File: config.mk
export PLATFORM = sky130hd
export DESIGN_NAME = instr_prefetch_queue
export DESIGN_NICKNAME = d
export VERILOG_FILES = /design/src/rtl/instr_prefetch_queue.sv
export SDC_FILE = /design/constraint.sdc
export NUM_CORES = 1
export LEC_CHECK = 0
export ABC_AREA = 1
export BUFFER_PORTS_ARGS = -buffer_cell sky130_fd_sc_hd__buf_2
export CELL_PAD_IN_SITES_DETAIL_PLACEMENT = 1
export CELL_PAD_IN_SITES_GLOBAL_PLACEMENT = 2
export CORE_AREA = 2 2 182 220
export DETAILED_ROUTE_END_ITERATION = 16
export DIE_AREA = 0 0 184 222
export GPL_TIMING_DRIVEN = 0
export PLACE_DENSITY_LB_ADDON = 0.1
export SYNTH_ARGS = -nofsm -noshare
export SYNTH_HDL_FRONTEND = slang
export SYNTH_SLANG_ARGS = --single-unit
File: constraint.sdc
create_clock -name clk -period 10.8 [get_ports clk]
set_input_delay 0.54 -clock clk [delete_from_list [all_inputs] [get_ports clk]]
set_output_delay 0.54 -clock clk [all_outputs]
set_load 0.02 [all_outputs]
File: src/rtl/instr_prefetch_queue.sv
// Instruction prefetch queue: runs its own fetch PC over a req/gnt/rvalid memory
// handshake and buffers {instr, pc} pairs for decode; a redirect flushes and restarts fetch.
module instr_prefetch_queue #(
   parameter int              XLEN     = 32,
   parameter int              DEPTH    = 4,
   parameter logic [XLEN-1:0] RESET_PC = '0
) (
   input  logic            clk,
   input  logic            rst_n,
   output logic            imem_req,
   output logic [XLEN-1:0] imem_addr,
   input  logic            imem_gnt,
   input  logic            imem_rvalid,
   input  logic [31:0]     imem_rdata,
   input  logic            redirect,
   input  logic [XLEN-1:0] redirect_pc,
   output logic            if_valid,
   input  logic            if_ready,
   output logic [31:0]     if_instr,
   output logic [XLEN-1:0] if_pc
);

   localparam int PTR_W = (DEPTH > 1) ? $clog2(DEPTH) : 1;
   localparam int CNT_W = $clog2(DEPTH + 1);

   typedef enum logic [1:0] {S_IDLE, S_REQ, S_WAIT, S_DISCARD} state_e;

   state_e           state_q, state_d;
   logic [XLEN-1:0]  fetch_pc_q, fetch_pc_d;
   logic [XLEN-1:0]  req_pc_q, req_pc_d;
   logic [CNT_W-1:0] count_q, count_d, count_after;
   logic [PTR_W-1:0] rd_ptr_q, rd_ptr_d;
   logic [PTR_W-1:0] wr_ptr_q, wr_ptr_d;
   logic [31:0]      hold_instr_q, hold_instr_d;
   logic [XLEN-1:0]  hold_pc_q, hold_pc_d;
   logic [31:0]      fifo_instr [DEPTH];
   logic [XLEN-1:0]  fifo_pc    [DEPTH];
   logic             push, pop, space;
   logic [XLEN-1:0]  redirect_pc_al;

   assign redirect_pc_al = redirect_pc & ~XLEN'(3);
   assign if_valid       = (count_q != '0);
   assign pop            = if_valid && if_ready && !redirect;
   assign push           = (state_q == S_WAIT) && imem_rvalid && !redirect;
   assign space          = (count_after < CNT_W'(DEPTH));

   assign imem_req  = (state_q == S_REQ);
   assign imem_addr = fetch_pc_q;
   // No fall-through: an empty queue keeps presenting the last head it had.
   assign if_instr  = if_valid ? fifo_instr[rd_ptr_q] : hold_instr_q;
   assign if_pc     = if_valid ? fifo_pc[rd_ptr_q]    : hold_pc_q;

   // NOTE: every signal assigned in an always_comb gets a default first, so no path infers a latch.
   always_comb begin
      count_after = count_q;
      if (push && !pop)
         count_after = count_q + CNT_W'(1);
      else if (pop && !push)
         count_after = count_q - CNT_W'(1);
   end

   always_comb begin
      state_d    = state_q;
      fetch_pc_d = fetch_pc_q;
      req_pc_d   = req_pc_q;
      unique case (state_q)
         S_IDLE: begin
            if (!redirect && space)
               state_d = S_REQ;
         end
         S_REQ: begin
            if (imem_gnt) begin
               req_pc_d   = fetch_pc_q;
               fetch_pc_d = fetch_pc_q + XLEN'(4);
               state_d    = redirect ? S_DISCARD : S_WAIT;
            end
         end
         S_WAIT: begin
            if (imem_rvalid)
               state_d = (!redirect && space) ? S_REQ : S_IDLE;
            else if (redirect)
               state_d = S_DISCARD;
         end
         S_DISCARD: begin
            if (imem_rvalid)
               state_d = S_IDLE;
         end
         default: state_d = S_IDLE;
      endcase
      // Redirect wins over the increment of a grant in the same cycle.
      if (redirect)
         fetch_pc_d = redirect_pc_al;
   end

   always_comb begin
      count_d      = redirect ? '0 : count_after;
      rd_ptr_d     = redirect ? '0 : rd_ptr_q + PTR_W'(pop);
      wr_ptr_d     = redirect ? '0 : wr_ptr_q + PTR_W'(push);
      hold_instr_d = if_valid ? fifo_instr[rd_ptr_q] : hold_instr_q;
      hold_pc_d    = if_valid ? fifo_pc[rd_ptr_q]    : hold_pc_q;
   end

   // NOTE: sequential state uses non-blocking assignments so every register samples pre-edge values.
   always_ff @(negedge clk or negedge rst_n) begin
      if (!rst_n) begin
         state_q      <= S_IDLE;
         fetch_pc_q   <= RESET_PC;
         req_pc_q     <= RESET_PC;
         count_q      <= '0;
         rd_ptr_q     <= '0;
         wr_ptr_q     <= '0;
         hold_instr_q <= '0;
         hold_pc_q    <= '0;
      end else begin
         state_q      <= state_d;
         fetch_pc_q   <= fetch_pc_d;
         req_pc_q     <= req_pc_d;
         count_q      <= count_d;
         rd_ptr_q     <= rd_ptr_d;
         wr_ptr_q     <= wr_ptr_d;
         hold_instr_q <= hold_instr_d;
         hold_pc_q    <= hold_pc_d;
      end
   end

   // NOTE: the storage array is not reset; an entry is only read after a push has written it.
   always_ff @(negedge clk) begin
      if (push) begin
         fifo_instr[wr_ptr_q] <= imem_rdata;
         fifo_pc[wr_ptr_q]    <= req_pc_q;
      end
   end

endmodule

== Yosys cells after proc, flatten, opt, wreduce, memory -nomap -nowiden ==
Memories as Yosys holds them, arrays and structs flattened.
Index checks and enable logic that the tools add are counted.

* Register bits: 137
* Latch bits: 0
* Memory bits (writable): 256
* Bits in read-only memories: 0
* Input port bits: 70
* Output and inout bits: 98
* Logic and storage cells: 60
* Memories: 2

* Add/sub/neg operators: 5
* $mul: 0
* Div/mod/pow operators: 0
* Order comparisons: 1
* Eq/ne operators: 7
* Shift operators: 0
* Multiplexer cells: 20
* Bitwise logic cells: 0
* Reductions and logical operators: 17

{| class="wikitable"
|+ Memory list
! memory !! depth !! bits a word !! rd ports !! clocked after memory_dff !! write ports !! RTL line !! text
|-
| fifo_instr || 4 || 32 || 1 || 0 || 1 || 36 || <nowiki>logic [31:0] fifo_instr [DEPTH];</nowiki>
|-
| fifo_pc || 4 || 32 || 1 || 0 || 1 || 37 || <nowiki>logic [XLEN-1:0] fifo_pc [DEPTH];</nowiki>
|}

{| class="wikitable"
|+ Operators by type and width
! operator !! number
|-
| $mux W32 || 5
|-
| $add A32 B3 Y32 const B || 1
|-
| $mux W2 || 7
|-
| $mux W3 || 3
|-
| $pmux W2 S4 || 1
|-
| $logic_and A1 B1 Y1 || 7
|-
| $add A2 B1 Y2 || 2
|-
| $eq A2 B2 Y1 const B || 2
|-
| $mux W1 || 4
|-
| $ne A2 B2 Y1 const B || 2
|-
| $reduce_and A2 Y1 || 2
|-
| $reduce_and A4 Y1 || 1
|-
| $reduce_bool A2 Y1 || 2
|-
| $add A3 B1 Y3 const B || 1
|-
| $logic_not A1 Y1 || 3
|-
| $lt A3 B3 Y1 const B || 1
|-
| $ne A3 B3 Y1 const B || 1
|-
| $reduce_bool A3 Y1 || 1
|-
| $sub A3 B1 Y3 const B || 1
|-
| $eq A2 B1 Y1 const B || 1
|-
| $logic_not A2 Y1 || 1
|-
| $ne A2 B1 Y1 const B || 1
|}

== Longest topological paths before layout ==
* Depth after elaboration: 12
* Depth in mapped cells: 13

==> flow_summary.toml <==
[floorplan]
row_count = 79
coreArea_um2 = 38550
start_util_pct = 39.62
die_h_um = 222
io_pins = 168
dieArea_um2 = 40850
die-width_um = 184

[power]
vdd_ir_drop_max_mv = 0.1104
p_switching_w = 0.002109
power.density_nw_per_um2 = 277.7
power.leakage_nw = 8.576
p_int_w = 0.003299
clock_power_share_pct = 34.4
p_comb_share_pct = 27.9
seqPwrFrac_pct = 37.7
total_power_w = 0.005408
switching_share_pct = 39.00

[run_status]
status = "completed"

[place]
port_buffers = 163
hpwlAfterDp_um = 31400
numPlacedInstances = 2029
place_congestion = 0.8456

[worst_setup_path]
worst_setup_path_start_kind = "flip-flop"
cp-startpoint = "rd_ptr_q[0]"
r2r_cells = 9
r2r-end = "fifo_instr[2][19]"
crit_type = "reg -> out"
cp-end-kind = "output pin"
rrSetupSlack_ns = 7.96
critPathArrivalTime_ns = 8.78
cp.required_ns = 10.26
reg2reg_from = "state_q[1]"
worstSetupEndpoint = "if_pc[28]"
worstPathMaxFanout = 10

[routing]
wl_per_cell_um = 19.62
drc_errors = 0
drt_wl_total_um = 46190
wl_met1_um = 18610
first_iter_violations = 488
highest_layer = "met4"
viasPerCell = 5.003
wl_met2_um = 24280
dr_wl_met3_um = 1937
num_vias = 11780
firstDrtPassIters = 5
drtAntennaViolNets = 0

[synthesis]
synth_adder_area_share_pct = 0.4915
yosysSeqAreaShare_pct = 70.55
synth_top_family_by_area = "simple AND/OR/NAND/NOR gates"
synth_mux_area_share_pct = 0
postSynthAreaPerCell_um2 = 11.32
post_synth_xor_area_fraction_pct = 0.7455
synth_simple_gate_area_share_pct = 14.80
synth_top_area_cell = "edfxtp_1"
async_reset_ff_share_pct = 34.91
synth_edf_count = 248
synth_seq_cells = 381
ys_warn_count = 0
netlist_instances = 1349
synthFlopType = "edfxtp_1"
synth_top_area_share_pct = 48.76
synthTopCellsByArea = "edfxtp_1 49%, dfrtn_1 22%, nor2_1 8.3%"
syn-cell-area_um2 = 15270
synth_compound_area_share_pct = 9.683
ys_types = 38

[grt]
grt_usage_pct = 23.15
overflow = 0
grt_pass1_wl_um = 71450
antenna_found_initial = 0
grt_pass1_vias = 12640
grt_max_degree = 86

[clocking]
clkSinkCount = 381
h-tree-depth = 2
cts_hold_buf = 0
cts_tree = "yes"
path_clk_slew_ns = 0.05
cts_setup_buffers = 0
clkLatencyLatePin_ns = 0.61
cts_resized = 0
clockBufferDepth = 3
cts_buffers = 42
cts-root-buf = "clkbuf_16"

[sta]
relSlewSlack_pct = 36.81
worst_pin_slew_ns = 0.9427
rsz0062_at_grt = "false"
report.final.slew_viol_count = 0
finalHoldViolations = 0
skew_ns = 0.07549
final-setup-viol-count = 0

[cells_and_area]
drive_gt1_share_pct = 16.92
final_cell_mix = "337 x nor2_1, 307 x inv_1, 248 x edfxtp_1"
diodes = 0
synthToLayoutAreaGrowth_pct = 27.51
nets = 1910
final_cells = 2354
layout_commonest_cell = "nor2_1"

[hold_path]
worstHoldPathType = "reg -> reg"

[job]
cap_violations = 0
[through the flow]
stage          setup TNS (ns)  hold WS (ns)  worst slack, ns  utilization [%]  instance area [um^2]
2_1_floorplan          -74.07        0.4486          -0.2987                -                 15280
3_3_place_gp         -1094.67        0.4589           -4.469            43.32                 16700
3_5_place_dp                0        0.4745            1.996            44.34                 17090
4_1_cts                     0        0.5021            1.411            50.52                 19470
5_1_grt                     0        0.5229            1.268            50.52                 19470
6_report                    0        0.4951            1.485            50.52                 19470
[synth_stat cells (2+ instances only)]
| cell type | count |
|---|---|
| dfrtn_1 | 133 |
| nor2_1 | 337 |
| buf_1 | 2 |
| nand2_2 | 2 |
| nand2_1 | 139 |
| ha_1 | 6 |
| buf_6 | 2 |
| nand3_1 | 32 |
| buf_4 | 4 |
| xnor2_1 | 2 |
| inv_1 | 58 |
| a31oi_1 | 62 |
| clkbuf_1 | 48 |
| o221ai_2 | 3 |
| edfxtp_1 | 248 |
| nor2_4 | 3 |
| nor3_2 | 3 |
| a21oi_1 | 4 |
| nor3_1 | 11 |
| buf_2 | 14 |
| xor2_1 | 11 |
| o211ai_1 | 13 |
| inv_2 | 10 |
| o21ai_1 | 14 |
| nand4_1 | 9 |
| nand3b_1 | 2 |
| o21ai_0 | 156 |
| nor2_2 | 5 |
| o221ai_1 | 7 |
[worst max-delay path, cell delays in order (launching register included)]
cell and delay (ns):
dfrtn_1 0.35, clkbuf_1 0.33, inv_2 0.27, clkbuf_1 0.50
clkbuf_1 0.52, o21ai_0 0.19, a31oi_1 0.38, buf_2 0.26
[registers in the layout (all words and copies together) (netlist names)]
name and count:
count_q 3, fifo_instr 128, fifo_pc 120, hold_instr_q 32, hold_pc_q 32, imem_addr 30
rd_ptr_q 2, req_pc_q 30, state_q 2, wr_ptr_q 2
[final cells by class]
type	instances	area [um^2]
inverter	67	251.5
fill	4339	19070
timing repair buffer	193	1187
tap	486	608.1
sequential	381	10780
buffer	70	310.3
clock inverter	274	1171
clock buffer	52	1215
multi-input combinational	831	3956
[logic make-up (layout without fill, tap and decap cells)]
group,after synthesis,in the layout
xor+xnor,13,13
compound gates,261,261
simple gates,549,549
buf+inv,138,656
flops,381,381
fa+ha+maj,6,6
other cells,1,2
[layer usage]
layer	vias up	track usage, %
met3	75	3.515
met1	5805	27.56
li1	5636	-
met5	-	0
met4	0	7.819
met2	260	42.33
[how the worst min path moves through the flow]
stage,startpoint,end,depth (start not counted)
2_1_floorplan,req_pc_q[25],req_pc_q[25],2
5_1_grt,req_pc_q[22],fifo_pc[1][22],0
4_1_cts,req_pc_q[22],fifo_pc[1][22],0
3_5_place_dp,fifo_pc[1][2],hold_pc_q[2],2
6_report,fifo_pc[1][18],hold_pc_q[18],2
3_3_place_gp,fifo_instr[1][18],hold_instr_q[18],2
[power by group through the flow]
stage          combinational, W  sequential [W]  clock [W]
6_report                0.00151         0.00204    0.00186
5_1_grt                 0.00165         0.00206    0.00203
4_1_cts                 0.00154         0.00204    0.00190
3_5_place_dp            0.00153         0.00205   0.000136
3_3_place_gp            0.00150         0.00205   0.000136
2_1_floorplan          0.000899         0.00202   0.000136
Power figures use the tool's default switching activity.
